--- config.mk ---
export PLATFORM = sky130hd
export DESIGN_NAME = dmem_access_unit
export DESIGN_NICKNAME = d
export VERILOG_FILES = /design/src/rtl/dmem_access_unit.sv
export SDC_FILE = /design/constraint.sdc
export NUM_CORES = 1
export LEC_CHECK = 0
export CORE_AREA = 2 2 120 122
export DETAILED_ROUTE_END_ITERATION = 8
export DIE_AREA = 0 0 122 124
export GPL_TIMING_DRIVEN = 0
export PLACE_DENSITY = 0.75
export SYNTH_ARGS = -nofsm -noshare
export SYNTH_HDL_FRONTEND = slang
export SYNTH_SLANG_ARGS = --single-unit
--- constraint.sdc ---
create_clock -name clk -period 3.51 [get_ports clk]
set_input_delay 0.5265 -clock clk [delete_from_list [all_inputs] [get_ports clk]]
set_output_delay 0.5265 -clock clk [all_outputs]
set_load 0.02 [all_outputs]
--- src/rtl/dmem_access_unit.sv ---
// dmem_access_unit: MEM-stage data-bus master. Runs one request/grant/response
// transaction at a time and stalls the pipeline while it is outstanding.
// Store lanes and byte enables are built in IDLE and latched. Load data is
// formatted in the response cycle.
module dmem_access_unit #(
  parameter int ADDR_W = 32,
  parameter int DATA_W = 32
) (
  input  logic              clk,
  input  logic              rst_n,
  input  logic              mem_req_i,
  input  logic              mem_we_i,
  input  logic [2:0]        funct3_i,
  input  logic [ADDR_W-1:0] addr_i,
  input  logic [DATA_W-1:0] wdata_i,
  output logic              dbus_req_o,
  output logic              dbus_we_o,
  output logic [ADDR_W-1:0] dbus_addr_o,
  output logic [3:0]        dbus_be_o,
  output logic [DATA_W-1:0] dbus_wdata_o,
  input  logic              dbus_gnt_i,
  input  logic              dbus_rvalid_i,
  input  logic [DATA_W-1:0] dbus_rdata_i,
  output logic [DATA_W-1:0] load_data_o,
  output logic              load_valid_o,
  output logic              stall_o,
  output logic              err_o
);

  typedef enum logic [1:0] {
    IDLE,
    REQ,
    WAIT
  } state_e;

  state_e              state_q, state_d;
  logic                we_q, we_d;
  logic [2:0]          funct3_q, funct3_d;
  logic [1:0]          off_q, off_d;
  logic                dbus_req_q, dbus_req_d;
  logic                dbus_we_q, dbus_we_d;
  logic [ADDR_W-1:0]   dbus_addr_q, dbus_addr_d;
  logic [3:0]          dbus_be_q, dbus_be_d;
  logic [DATA_W-1:0]   dbus_wdata_q, dbus_wdata_d;

  logic                illegal, misaligned, acc_ok;
  logic [3:0]          be_new;
  logic [DATA_W-1:0]   wdata_new;
  logic                resp;
  logic [7:0]          byte_lane;
  logic [15:0]         half_lane;

  // Decode legality, alignment, byte enables and lane-replicated store data.
  always_comb begin
    if (mem_we_i) illegal = (funct3_i > 3'b010);
    else          illegal = (funct3_i == 3'b011) || (funct3_i == 3'b110) || (funct3_i == 3'b111);
    case (funct3_i[1:0])
      2'b01:   misaligned = addr_i[0];
      2'b10:   misaligned = (addr_i[1:0] != 2'b00);
      default: misaligned = 1'b0;
    endcase
    acc_ok = !illegal && !misaligned;
    be_new    = 4'b1111;
    wdata_new = '0;
    if (mem_we_i) begin
      case (funct3_i[1:0])
        2'b00: begin
          be_new    = 4'b0001 << addr_i[1:0];
          wdata_new = {4{wdata_i[7:0]}};
        end
        2'b01: begin
          be_new    = addr_i[1] ? 4'b1100 : 4'b0011;
          wdata_new = {2{wdata_i[15:0]}};
        end
        default: begin
          be_new    = 4'b1111;
          wdata_new = wdata_i;
        end
      endcase
    end
  end

  // Next-state and latched-field logic; bus fields are cleared once granted
  // so they only read non-zero while the request is presented.
  always_comb begin
    state_d      = state_q;
    we_d         = we_q;
    funct3_d     = funct3_q;
    off_d        = off_q;
    dbus_req_d   = dbus_req_q;
    dbus_we_d    = dbus_we_q;
    dbus_addr_d  = dbus_addr_q;
    dbus_be_d    = dbus_be_q;
    dbus_wdata_d = dbus_wdata_q;
    case (state_q)
      IDLE: begin
        if (mem_req_i && acc_ok) begin
          state_d      = REQ;
          we_d         = mem_we_i;
          funct3_d     = funct3_i;
          off_d        = addr_i[1:0];
          dbus_req_d   = 1'b1;
          dbus_we_d    = mem_we_i;
          dbus_addr_d  = {addr_i[ADDR_W-1:2], 2'b00};
          dbus_be_d    = be_new;
          dbus_wdata_d = wdata_new;
        end
      end
      REQ: begin
        if (dbus_gnt_i) begin
          state_d      = WAIT;
          dbus_req_d   = 1'b0;
          dbus_we_d    = 1'b0;
          dbus_addr_d  = '0;
          dbus_be_d    = '0;
          dbus_wdata_d = '0;
        end
      end
      WAIT: begin
        if (dbus_rvalid_i) state_d = IDLE;
      end
      default: state_d = IDLE;
    endcase
  end

  // State and latched-field registers with asynchronous clear.
  always_ff @(posedge clk or negedge rst_n) begin
    if (!rst_n) begin
      state_q      <= IDLE;
      we_q         <= 1'b0;
      funct3_q     <= '0;
      off_q        <= '0;
      dbus_req_q   <= 1'b0;
      dbus_we_q    <= 1'b0;
      dbus_addr_q  <= '0;
      dbus_be_q    <= '0;
      dbus_wdata_q <= '0;
    end else begin
      state_q      <= state_d;
      we_q         <= we_d;
      funct3_q     <= funct3_d;
      off_q        <= off_d;
      dbus_req_q   <= dbus_req_d;
      dbus_we_q    <= dbus_we_d;
      dbus_addr_q  <= dbus_addr_d;
      dbus_be_q    <= dbus_be_d;
      dbus_wdata_q <= dbus_wdata_d;
    end
  end

  assign dbus_req_o   = dbus_req_q;
  assign dbus_we_o    = dbus_we_q;
  assign dbus_addr_o  = dbus_addr_q;
  assign dbus_be_o    = dbus_be_q;
  assign dbus_wdata_o = dbus_wdata_q;

  assign resp      = (state_q == WAIT) && dbus_rvalid_i;
  assign byte_lane = dbus_rdata_i[{off_q, 3'b000} +: 8];
  assign half_lane = dbus_rdata_i[{off_q[1], 4'b0000} +: 16];

  // Response-cycle outputs: load formatting, stall release and error pulse.
  always_comb begin
    load_valid_o = resp && !we_q;
    load_data_o  = '0;
    if (load_valid_o) begin
      case (funct3_q)
        3'b000:  load_data_o = {{24{byte_lane[7]}}, byte_lane};
        3'b001:  load_data_o = {{16{half_lane[15]}}, half_lane};
        3'b100:  load_data_o = {24'b0, byte_lane};
        3'b101:  load_data_o = {16'b0, half_lane};
        default: load_data_o = dbus_rdata_i;
      endcase
    end
    stall_o = ((state_q == IDLE) && mem_req_i && acc_ok) || (state_q == REQ) ||
              ((state_q == WAIT) && !dbus_rvalid_i);
    err_o   = (state_q == IDLE) && mem_req_i && !acc_ok;
  end

endmodule

# After elaboration in Yosys (flattened, before gate mapping)
# Cells that the tools add are included.
[classes] n_lt_le_gt_ge=1 n_eq_ne=13 muxes=26 reduce_logical=25 shift=3
[op_table] operator="one-hot mux 32 bit (2 select lines)" count=3
[op_table] operator="two-way mux 32 bit" count=5
[op_table] operator="one-hot mux 32 bit (4 select lines)" count=1
[op_table] operator="variable part select 32 x 6 -> 16 bit" count=1
[op_table] operator="variable part select 32 x 6 -> 8 bit" count=1
[op_table] operator="two-way mux 4 bit" count=4
[op_table] operator="one-hot mux 4 bit (2 select lines)" count=2
[op_table] operator="== test 3 bit (second input constant)" count=4
[op_table] operator="logical AND 1 bit" count=8
[op_table] operator="two-way mux 2 bit" count=3
[op_table] operator="inequality test 2 bit (second input constant)" count=3
[op_table] operator="one-hot mux 1 bit (2 select lines)" count=3
[op_table] operator="one-hot mux 2 bit (3 select lines)" count=1
[op_table] operator="AND reduction 3 bit" count=2
[op_table] operator="logical NOT 1 bit" count=5
[op_table] operator="== test 2 x 1 -> 1 bit (second input constant)" count=2
[op_table] operator="== test 2 bit (second input constant)" count=2
[op_table] operator="logical NOT 2 bit" count=2
[op_table] operator="logical OR 1 bit" count=4
[op_table] operator="two-way mux 1 bit" count=4
[op_table] operator="nonzero test 2 bit" count=2
[op_table] operator="<< shifter 1 x 2 -> 4 bit (first input constant)" count=1
[op_table] operator="== test 3 x 1 -> 1 bit (second input constant)" count=1
[op_table] operator="== test 3 x 2 -> 1 bit (second input constant)" count=1
[op_table] operator="other kinds (3)" count=3
[word_totals] reg_bits=78 word_cells=77 output_inout_bits=105

# Longest topological paths before layout
# Gate-level depths: netlist (run 1).
[depth] depth_word=9 ltp_mapped=7

# Worst setup path before layout (run 1)
# Ideal clock, no wire load.
[synth_path] path_kind="input port to output port" startpoint="in dbus_rdata_i[23]" endpoint="out load_data_o[7]" cell_stages=3 arrival_time_ns=1.873 path_slack_ns=1.110 cell_sequence="mux4_2 > nor3_1 > a2111oi_0"
[synth_via] elab_chain_cells=3 elab_cells_between_ends=4 classes_between="shift: 2; mux: 2"
[synth_lines] element="start: declaration" line="23" source="input logic [DATA_W-1:0] dbus_rdata_i,"
[synth_lines] element="variable part select 32 x 6 -> 16 bit or variable part select 32 x 6 -> 8 bit (tied branches)" line="159, 158"
[synth_lines] element="one-hot mux 32 bit (4 select lines) (*)" line="166" source="case (funct3_q)"
[synth_lines] element="two-way mux 32 bit (*)" line="165" source="if (load_valid_o) begin"
[synth_lines] element="end: declaration" line="24" source="output logic [DATA_W-1:0] load_data_o,"
# Mark *: on every way between the ends. The rest lies on a longest branch, timed or not.

# Worst setup path in the final report (run 1)
[layout_path] startpoint="in dbus_rdata_i[23]" endpoint="out load_data_o[8]"
[layout_via] elab_chain_cells=3
[layout_lines] element="variable part select 32 x 6 -> 8 bit" line="158" source="assign byte_lane = dbus_rdata_i[{off_q, 3'b000} +: 8];"
[layout_lines] element="one-hot mux 32 bit (4 select lines)" line="166"
[layout_lines] element="two-way mux 32 bit" line="165"
# Every way passes these cells.

==> flow_summary_export.csv, run 1 <==
group,metric,value,unit
run_status,status,"finished clean",
grt,grt_pass1_vias,4377,
synthesis,synth-adder-area-share,0.01223,
detailed_routing,totalWireLength,14.25,mm
die,start_util,0.2982,
synthesis,syn_inst,416,
setup_path,crit_required,2.98,ns
sta,setup_viol,0,
synthesis,synth.distinct_cells,43,
detailed_routing,drt_iter0_markers,219,
synthesis,netlist_area,4091,sq um
synthesis,ys_warn_count,0,
sta,rsz0062_at_grt,"no",
die,fp.coreArea,13720,sq um
clock_network,clock-sinks,76,
synthesis,synth_xor_area_frac,0,
clock_network,root_buffer,"clkbuf_16",
power_and_ir_drop,leakage,3.303,nW
setup_path,worstSetupPathType,"in -> out",
setup_path,crit_buf_inv,2,
detailed_routing,drtPass1Iterations,4,
die,dieArea,15130,sq um
power_and_ir_drop,seq_power_share,0.316,
synthesis,seq_area_frac_synth,0.4648,
sta,finalCritPeriodShare,0.9605,
clock_network,cts_inserted_buffers,9,
finish,final_area,6730,sq um
placed_design,dp_hpwl,11.08,mm
setup_path,crit_fanout,7,
placed_design,io_buffers,207,
finish,diodes,0,
worst_hold_path,hold_class,"in -> async",
setup_path,crit_path_max_incr_delay,0.58,ns
detailed_routing,ant_nets,0,
placed_design,gp_congestion,0.8480,
synthesis,synthMuxAreaShare,0.1138,
synthesis,synth_compound_area_frac,0.2159,
sta,hold_ws,0.1753,ns
detailed_routing,viasPerCell,4.995,
sta,slew_viol_final,0,
detailed_routing,wire_per_inst,17.34,um
clock_network,clk_path_buf_depth,2,
detailed_routing,drc,0,
power_and_ir_drop,irDropWorstVdd,428.1,uV
power_and_ir_drop,p_int,0.002673,W
synthesis,ys_ff_latch,76,
setup_path,r2r_cells,5,
die,ios,210,
clock_network,clkTransAtPathRegs,0.06,ns
sta,fin_crit,3.372,ns
sta,worstMarginPinSlew,0.6120,ns
setup_path,cp.depth,5,
grt,grt_max_degree,40,
setup_path,crit_family,"buffers and inverters",
setup_path,crit_path_start_kind,"input port",
run,max_cap_violations,0,
synthesis,synth_top_family_by_area,"compound AO/OA/AOI/OAI gates",
sta,clock_skew,0.005060,ns
finish,area_growth,64.50,%
setup_path,rr_startpoint,"state_q[1]$_DFFE_PN0P_",
finish,fin_nets,746,
sta,clock.fmax,0.2966,GHz
finish,final_core_util,0.4906,
sta,finalHoldViolCount,0,
setup_path,crit_path_top_delay_cell,"clkdlybuf4s50_1",
clock_network,cts_tree,"done",
grt,grt_usage,0.1876,
power_and_ir_drop,powerDensity,639.8,nW/um^2
power_and_ir_drop,clkPwrFrac,0.216,
synthesis,avgSynthCellArea,9.835,sq um
die,die_y,124,um
clock_network,clk_latency,0.33,ns
die,row_count,43,
synthesis,yosys.area_share.simple,0.1110,
setup_path,setup.worst_path.start,"dbus_rdata_i[23]",
grt,overflow,0,
grt,grt_pass1_wl,22.28,mm
clock_network,cts_hold_buf,0,
setup_path,cp_data_arrival_time,2.85,ns
placed_design,post_dp_cell_area,6410,sq um
setup_path,path_cells,"clkdlybuf4s50_1, mux4_2, a21oi_1, a221oi_1, clkdlybuf4s50_1",
grt,antenna_found_initial,0,
setup_path,cp_common_cell,"clkdlybuf4s50_1",
finish,layout-drive-gt1-share,0.07009,
clock_network,htreeDepth,3,
detailed_routing,num_vias,4106,
die,dieWidth,122,um
power_and_ir_drop,switching_share,0.3792,
power_and_ir_drop,p_comb_frac,0.468,
setup_path,worst_setup_path_end_kind,"primary output",
sta,slew_headroom,0.5920,
power_and_ir_drop,power.switching,0.001633,W
[cells by family after synthesis]
kind of cell | count (synthesis)
flip-flops | 76
AO/OA/AOI/OAI | 118
AND/OR/NAND/NOR | 97
multiplexers | 45
adder cells (fa/ha/maj) | 4
other | 1
buffers and inverters | 75
[synthesized netlist by cell type]
master / instances / area, sq um
mux2_2: 2 / 22.52
a21oi_1: 24 / 120.1
a221oi_4: 1 / 26.28
buf_6: 4 / 45.04
nor2b_1: 1 / 6.260
or3b_4: 1 / 11.26
o21ai_0: 10 / 50.05
nand3_1: 3 / 15.01
buf_2: 5 / 25.02
nor2_1: 13 / 48.80
o2bb2ai_1: 22 / 192.7
o21ai_1: 1 / 5.000
o211a_1: 1 / 10.01
nand2_1: 56 / 210.2
o221a_2: 1 / 11.26
nand3_4: 1 / 17.52
and4_1: 1 / 8.760
nor3_1: 8 / 40.04
nand4bb_1: 1 / 11.26
a22oi_1: 2 / 15.01
nor3b_1: 5 / 37.54
buf_1: 1 / 3.750
a21o_1: 18 / 135.1
a221oi_1: 7 / 61.31
mux4_2: 1 / 22.52
nand3b_1: 1 / 7.510
a2111oi_0: 2 / 17.52
or2_2: 1 / 6.260
nand2b_1: 3 / 18.77
ha_1: 4 / 50.05
a31oi_2: 2 / 25.02
o22ai_1: 8 / 50.05
mux2i_1: 42 / 420.4
a31oi_1: 1 / 6.260
a22o_1: 17 / 148.9
buf_4: 4 / 30.03
inv_1: 48 / 180.2
or3b_2: 1 / 8.760
clkbuf_1: 13 / 48.80
conb_1: 1 / 3.750
nand4_1: 1 / 6.260
dfrtp_1: 76 / 1902
o21a_2: 1 / 8.760
[registers in the layout, indices dropped and copies added, names as in the netlist, 2 cells and up]
register      cells
off_q             2
dbus_addr_o      30
state_q           2
dbus_wdata_o     32
funct3_q          3
dbus_be_o         4
[power by group through the flow]
stage | Combinational, W | Sequential [W] | Clock, W
after detailed placement | 0.00202 | 0.00137 | 0
final | 0.00201 | 0.00136 | 0.000932
after global routing | 0.00215 | 0.00140 | 0.000990
after CTS | 0.00202 | 0.00136 | 0.000957
after floorplan | 0.000727 | 0.00166 | 0
after global placement | 0.00196 | 0.00135 | 0
[cell type report]
cell class	count	area (sq um)
fillers	1225	6989
repair buffers	209	2096
flip-flops and latches	76	1902
multi-input cells	266	1871
clock buffers	10	239.0
well taps	180	225.2
inverters	48	180.2
plain buffers	27	153.9
clock inverters	6	63.81
[worst paths after layout]
check                                          endpoint  slack, ns
min reg2reg                            we_q$_DFFE_PN0P_       0.48
max in group asynchronous      dbus_be_o[3]$_DFFE_PN0P_       2.73
min                        dbus_wdata_o[14]$_DFFE_PN0P_       0.18
max reg2reg                 dbus_wdata_o[7]$_DFFE_PN0P_       1.51
min in group clk                       we_q$_DFFE_PN0P_       0.48
max                                      load_data_o[8]       0.14
[repair_timing]
action                                  4_1_cts  5_1_grt
gates cloned                                  0        0
resized for setup                             4        3
pin swaps                                     0        0
buffers inserted                              0        1
endpoints found under the setup margin        1       10
[through the flow]
| step | setup slack [ns] | cells | setup TNS [ns] | power (W) |
|---|---|---|---|---|
| 5_1_grt | 0.07467 | 822 | 0 | 0.004540 |
| 3_3_place_gp | -0.7129 | 804 | -53.83 | 0.003315 |
| 6_report | 0.1385 | 822 | 0 | 0.004306 |
| 4_1_cts | 0.02676 | 821 | 0 | 0.004338 |
| 2_1_floorplan | 1.110 | 417 | 0 | 0.002391 |
| 3_5_place_dp | -0.3555 | 805 | -0.3555 | 0.003382 |
[placed cells by master, fill, tap and decap left out, types with 4 or more instances in the layout]
master           count
a221oi_1             7
buf_6                4
nor2_1              13
o2bb2ai_1           22
a21oi_1             24
a22o_1              17
inv_1               48
nor3_1               8
a21o_1              18
buf_4                6
o22ai_1              8
clkdlybuf4s50_1    204
ha_1                 4
buf_2                5
clkbuf_1            12
nand2_1             56
mux2i_1             42
dfrtp_1             76
o21ai_0             10
nor3b_1              5
clkbuf_16            9
[metal layers]
metal  track usage  vias up  wire [um]
li1              -     1902          -
met1        0.2057     1986       5476
met2        0.3376      188       7107
met3       0.05952       30       1284
met4       0.07328        0        383
met5             0        -          0
No activity file was read; power rests on OpenSTA's default activity.
==> inputs of run 2 (changes only) <==
- TNS_END_PERCENT: default -> 10
==> results of run 2 <==
Same layout as run 1: the final DEF is identical, and so are final timing and power.
